## src/rtl/fir_ctrl_pkg.sv

```systemverilog
// Shared opcodes, state encoding and widths for the FIR sequencer.
// No logic; constants and types only.
// No flow control; referenced by the sequencer and its delay line.
package fir_ctrl_pkg;

    localparam logic [1:0] OP_NOP   = 2'b00;
    localparam logic [1:0] OP_LOAD  = 2'b01;
    localparam logic [1:0] OP_RUN   = 2'b10;
    localparam logic [1:0] OP_CLEAR = 2'b11;

    localparam int CNT_W       = 6;
    localparam int OUT_W_DEF   = 14;
    localparam int FIR_LAT_DEF = 2;

    typedef enum logic [1:0] {
        ST_IDLE  = 2'd0,
        ST_LOAD  = 2'd1,
        ST_RUN   = 2'd2,
        ST_FLUSH = 2'd3
    } state_t;

endpackage

```

## src/rtl/valid_delay.sv

```systemverilog
// DEPTH-stage 1-bit valid shift register with synchronous clear and empty flag.
// Latency: d appears on q DEPTH cycles later.
// No backpressure; shifts every cycle.
module valid_delay
    import fir_ctrl_pkg::*;
#(
    parameter int DEPTH = FIR_LAT_DEF
) (
    input  logic clk,
    input  logic clr,
    input  logic d,
    output logic q,
    output logic empty
);

    logic [DEPTH-1:0] pipe;

    always_ff @(posedge clk) begin
        if (clr) begin
            pipe <= '0;
        end else begin
            pipe[0] <= d;
            for (int i = 1; i < DEPTH; i++) begin
                pipe[i] <= pipe[i-1];
            end
        end
    end

    assign q     = pipe[DEPTH-1];
    assign empty = ~|pipe;

endmodule

```

## src/rtl/fir_seq_ctrl.sv

```systemverilog
// Decodes host command bytes into FIR coefficient/sample strobes and captures results.
// Latency: strobe 1 cycle after accept; result valid FIR_LAT+1 cycles after strobe.
// Backpressure: in_ready drops in FLUSH; bytes offered then are dropped and flag err.
module fir_seq_ctrl
    import fir_ctrl_pkg::*;
#(
    parameter int NUM_TAPS = 4,
    parameter int FIR_LAT  = FIR_LAT_DEF,
    parameter int OUT_W    = OUT_W_DEF
) (
    input  logic             clk,
    input  logic             reset,
    input  logic [7:0]       in_data,
    input  logic             in_valid,
    output logic             in_ready,
    output logic [7:0]       fir_x_n,
    output logic             fir_tvalid,
    output logic             fir_set_coeffs,
    input  logic [OUT_W-1:0] fir_y_n,
    output logic [OUT_W-1:0] out_data,
    output logic             out_valid,
    output logic             busy,
    output logic             err,
    output logic [1:0]       state_dbg
);

    localparam int TAP_W = $clog2(NUM_TAPS + 1);

    state_t             state, state_nxt;
    logic [TAP_W-1:0]   tap_cnt, tap_cnt_nxt;
    logic [CNT_W-1:0]   samp_cnt, samp_cnt_nxt;
    logic               clearing, clearing_nxt;
    logic [7:0]         x_nxt;
    logic               tvalid_nxt, coeff_nxt;
    logic               accept, pipe_in, pipe_out, pipe_empty;

    assign in_ready  = (state != ST_FLUSH);
    assign accept    = in_valid && in_ready;
    assign busy      = (state != ST_IDLE);
    assign state_dbg = state;
    assign pipe_in   = fir_tvalid && !fir_set_coeffs;

    valid_delay #(.DEPTH(FIR_LAT)) u_vdly (
        .clk   (clk),
        .clr   (reset),
        .d     (pipe_in),
        .q     (pipe_out),
        .empty (pipe_empty)
    );

    always_comb begin
        state_nxt    = state;
        tap_cnt_nxt  = tap_cnt;
        samp_cnt_nxt = samp_cnt;
        clearing_nxt = clearing;
        x_nxt        = fir_x_n;
        tvalid_nxt   = 1'b0;
        coeff_nxt    = 1'b0;
        case (state)
            ST_IDLE: begin
                if (accept) begin
                    case (in_data[7:6])
                        OP_NOP: ;
                        OP_LOAD: begin
                            state_nxt   = ST_LOAD;
                            tap_cnt_nxt = '0;
                        end
                        OP_RUN: begin
                            state_nxt    = ST_RUN;
                            samp_cnt_nxt = in_data[CNT_W-1:0];
                        end
                        OP_CLEAR: begin
                            // First zero write issues immediately, so FLUSH lasts NUM_TAPS cycles.
                            state_nxt    = ST_FLUSH;
                            clearing_nxt = 1'b1;
                            tap_cnt_nxt  = TAP_W'(1);
                            tvalid_nxt   = 1'b1;
                            coeff_nxt    = 1'b1;
                            x_nxt        = 8'h00;
                        end
                        default: ;
                    endcase
                end
            end
            ST_LOAD: begin
                if (accept) begin
                    tvalid_nxt  = 1'b1;
                    coeff_nxt   = 1'b1;
                    x_nxt       = in_data;
                    tap_cnt_nxt = tap_cnt + 1'b1;
                    if (tap_cnt == TAP_W'(NUM_TAPS - 1)) begin
                        state_nxt = ST_IDLE;
                    end
                end
            end
            ST_RUN: begin
                if (accept) begin
                    tvalid_nxt = 1'b1;
                    x_nxt      = in_data;
                    if (samp_cnt == '0) begin
                        state_nxt    = ST_FLUSH;
                        clearing_nxt = 1'b0;
                    end else begin
                        samp_cnt_nxt = samp_cnt - 1'b1;
                    end
                end
            end
            ST_FLUSH: begin
                if (clearing) begin
                    if (tap_cnt == TAP_W'(NUM_TAPS)) begin
                        state_nxt    = ST_IDLE;
                        clearing_nxt = 1'b0;
                    end else begin
                        tvalid_nxt  = 1'b1;
                        coeff_nxt   = 1'b1;
                        x_nxt       = 8'h00;
                        tap_cnt_nxt = tap_cnt + 1'b1;
                    end
                end else if (!fir_tvalid && pipe_empty) begin
                    // Drain ends only once the last sample strobe has left the delay line.
                    state_nxt = ST_IDLE;
                end
            end
            default: state_nxt = ST_IDLE;
        endcase
    end

    always_ff @(posedge clk) begin
        if (reset) begin
            state          <= ST_IDLE;
            tap_cnt        <= '0;
            samp_cnt       <= '0;
            clearing       <= 1'b0;
            fir_x_n        <= 8'h00;
            fir_tvalid     <= 1'b0;
            fir_set_coeffs <= 1'b0;
            err            <= 1'b0;
            out_valid      <= 1'b0;
            out_data       <= '0;
        end else begin
            state          <= state_nxt;
            tap_cnt        <= tap_cnt_nxt;
            samp_cnt       <= samp_cnt_nxt;
            clearing       <= clearing_nxt;
            fir_x_n        <= x_nxt;
            fir_tvalid     <= tvalid_nxt;
            fir_set_coeffs <= coeff_nxt;
            err            <= err | (in_valid && !in_ready);
            out_valid      <= pipe_out;
            if (pipe_out) begin
                out_data <= fir_y_n;
            end
        end
    end

endmodule

```

## config.mk

```make
export PLATFORM = sky130hd
export DESIGN_NAME = fir_seq_ctrl
export DESIGN_NICKNAME = d
export VERILOG_FILES = /design/src/rtl/fir_ctrl_pkg.sv /design/src/rtl/valid_delay.sv /design/src/rtl/fir_seq_ctrl.sv
export SDC_FILE = /design/constraint.sdc
export NUM_CORES = 1
export LEC_CHECK = 0
export BUFFER_PORTS_ARGS = -buffer_cell sky130_fd_sc_hd__buf_4
export CAP_MARGIN = 40
export CORE_MARGIN = 5
export CORE_UTILIZATION = 39
export DETAILED_ROUTE_END_ITERATION = 6
export HOLD_SLACK_MARGIN = 0.1
export SYNTH_ARGS = -nofsm -noshare
export SYNTH_HDL_FRONTEND = slang
export SYNTH_SLANG_ARGS = --single-unit
export TNS_END_PERCENT = 10
```

## constraint.sdc

```tcl
create_clock -name clk -period 3.1 [get_ports clk]
set_input_delay 0.31 -clock clk [delete_from_list [all_inputs] [get_ports clk]]
set_output_delay 0.31 -clock clk [all_outputs]
set_load 0.02 [all_outputs]
```

==> metrics <==
Fillers=495; vias per cell=4.99; fmax=413 MHz; Max Buffers Root-to-Sink=2; synth warn=0; n_diodes=0; total track usage=0.145; htree depth=2; synth unique cells=37; top-area cell type share of the netlist area=0.406; die width=81.1 µm; LEAKAGE=0.00107 µW; Seq/Total Area, Yosys=0.406; Startpoint Class=flip-flop; Slew HR=0.446; most frequent cell after synthesis=dfxtp_1; crit-path max FO=22; worst skew pair latency=0.29 ns; layout cells sized above 1=0.246; layout overhead on the synthesized area=29.2%; DRT iter0 DRCs=102; first-pass GRT wire length=7600 µm; root buffer cell=clkbuf_8; WP data arrival=2.64 ns; Post-Syn Area=0.00197 mm²; ys flop type=dfxtp_1; GRT overflow=0; Max IR drop VDD=0.493 mV; Final nets=317; Min-Delay Path Class=primary input to flip-flop; flops & latches, synth=40; TritonCTS clock tree=done; port bufs=54; final setup fails=0; top cells by area, synth=dfxtp_1 41%, mux2i_1 9.1%, ha_1 8.3%; Net Count, Synth=266; via count=1730; hold-fix buffers at CTS=0; synth cell count leaders=40 x dfxtp_1, 30 x nor2_1, 21 x a21oi_1; HPWL after DPL=3340 µm; overall power=2030 µW; WL final=4630 µm; area of the core=0.00482 mm²; row count=25; Inserted Clock Buffers=5; Cells after Synth=228; Hold Vio Cnt, Final=0; Avg WL per Cell=13.4 µm; Setup TNS Final=0 ns; vias in the first global route=1631; initial antenna violation count=0; Critical Path RT=3.32 ns; Residual DRC=0; GP Congestion=0.827; Placed Area=0.00242 mm²; CP Capture Type=flip-flop; RSZ-0062 raised after global routing=false; critical path class=flip-flop to flip-flop; Slew @ Worst Pin=0.831 ns; Yosys top cell by area=dfxtp_1; ys async rst share=0; pwr/cell area=797 mW/mm²; final core occ=0.529; Starting Density=0.409; design area=0.00255 mm²; Die Ht=81.1 µm; number of synthesized flops with an enable pin=0; Post-CTS Resized=0; Post-DRT Antenna Nets=0; status=finished clean; crit share post-route=0.782; Num Clock Sinks=40; Min Clock Period, post-route=2.42 ns; die area=0.00657 mm²; Synth Area per Inst=8.64 µm²; Ports=55; DRT Pass-1 Iters=4; Final Slew Violations=0; pin count of the biggest net entering global routing=41; Min Hold Slack=0.250 ns; Setup Fix Bufs, Post-CTS=0; clk slew on worst S/H paths=0.08 ns; skew final=0.00472 ns; Max-cap violations=0
==> report_power, final <==
group          leakage (µW)  switching, µW  internal, µW  total [µW]
Combinational      0.000681            532           384         916
Clock             0.0000614            184           263         448
Sequential         0.000325           65.1           600         665
==> sequential cells by signal (all words and copies together), names as in the netlist <==
name and count:
clearing 1, out_valid 1, fir_x_n 8, u_vdly.pipe 2
state_dbg 2, fir_tvalid 1, out_data 14, fir_set_coeffs 1
err 1, samp_cnt 6, tap_cnt 3
==> critical path: stages (launching register included) <==
cell and delay (ns):
dfxtp_1 0.37, inv_1 0.12, ha_1 0.71, o211ai_1 0.22, or2_2 0.42, or3_1 0.37
a21oi_1 0.14
==> path summary, 6_finish.rpt <==
check | startpoint | to | slack [ns] | depth (start not counted)
worst max-delay path | state_dbg[0] | samp_cnt[0] | 0.68 | 6
worst min-delay path | fir_y_n[9] | out_data[9] | 0.25 | 3
worst min register to register | fir_set_coeffs | u_vdly.pipe[0] | 0.42 | 1
worst max register to register | state_dbg[0] | samp_cnt[0] | 0.68 | 6
==> metal layers <==
layer,share of wire,wire length (µm),GRT usage,up-vias
li1,-,-,-,885
met1,0.47,2200,0.194,798
met2,0.46,2140,0.227,40
met3,0.046,215,0.0322,7
met4,0.018,82,0.0557,0
met5,0,0,0,-
==> through the flow <==
step | worst slack (ns) | cells
finish | 0.677 | 347
global route | 0.522 | 347
CTS | 0.667 | 347
detailed placement | 0.701 | 339
global placement | 0.808 | 339
floorplan | 1.06 | 228
==> cell families after synthesis <==
group | Yosys count | synth area share
mux | 19 | 0.0971
compound gates | 47 | 0.161
flops | 40 | 0.406
buf+inv | 24 | 0.0464
xor+xnor | 1 | 0.00445
simple gates | 84 | 0.203
fa+ha+maj | 13 | 0.0825
==> placed cells by master (no fill, tap or decap), types with 2 or more instances in the layout <==
cell type | Yosys | final
buf_4 | 0 | 55
a21o_1 | 3 | 3
or3_1 | 3 | 3
nand3_1 | 9 | 9
o211ai_1 | 2 | 2
ha_1 | 13 | 13
o21ai_0 | 5 | 5
nor2b_1 | 8 | 8
dfxtp_1 | 40 | 40
nor3_1 | 5 | 5
inv_1 | 13 | 13
nand2b_1 | 4 | 4
a21oi_1 | 21 | 21
clkbuf_8 | 0 | 6
o32ai_1 | 2 | 2
a211o_1 | 2 | 2
a211oi_1 | 3 | 3
nand2_1 | 19 | 19
mux2i_1 | 18 | 18
nor2_1 | 30 | 30
o22ai_1 | 2 | 2
==> final cells by class <==
cell class | instances | area, µm² | area share
Timing Repair Buffer | 55 | 413 | 0.162
Multi-Input combinational cell | 164 | 1080 | 0.424
Tap cell | 67 | 83.8 | 0.0329
Clock inverter | 2 | 38.8 | 0.0152
Inverter | 13 | 48.8 | 0.0192
Sequential cell | 40 | 801 | 0.314
Clock buffer | 6 | 82.6 | 0.0324
No activity file was read; power rests on OpenSTA's default activity.
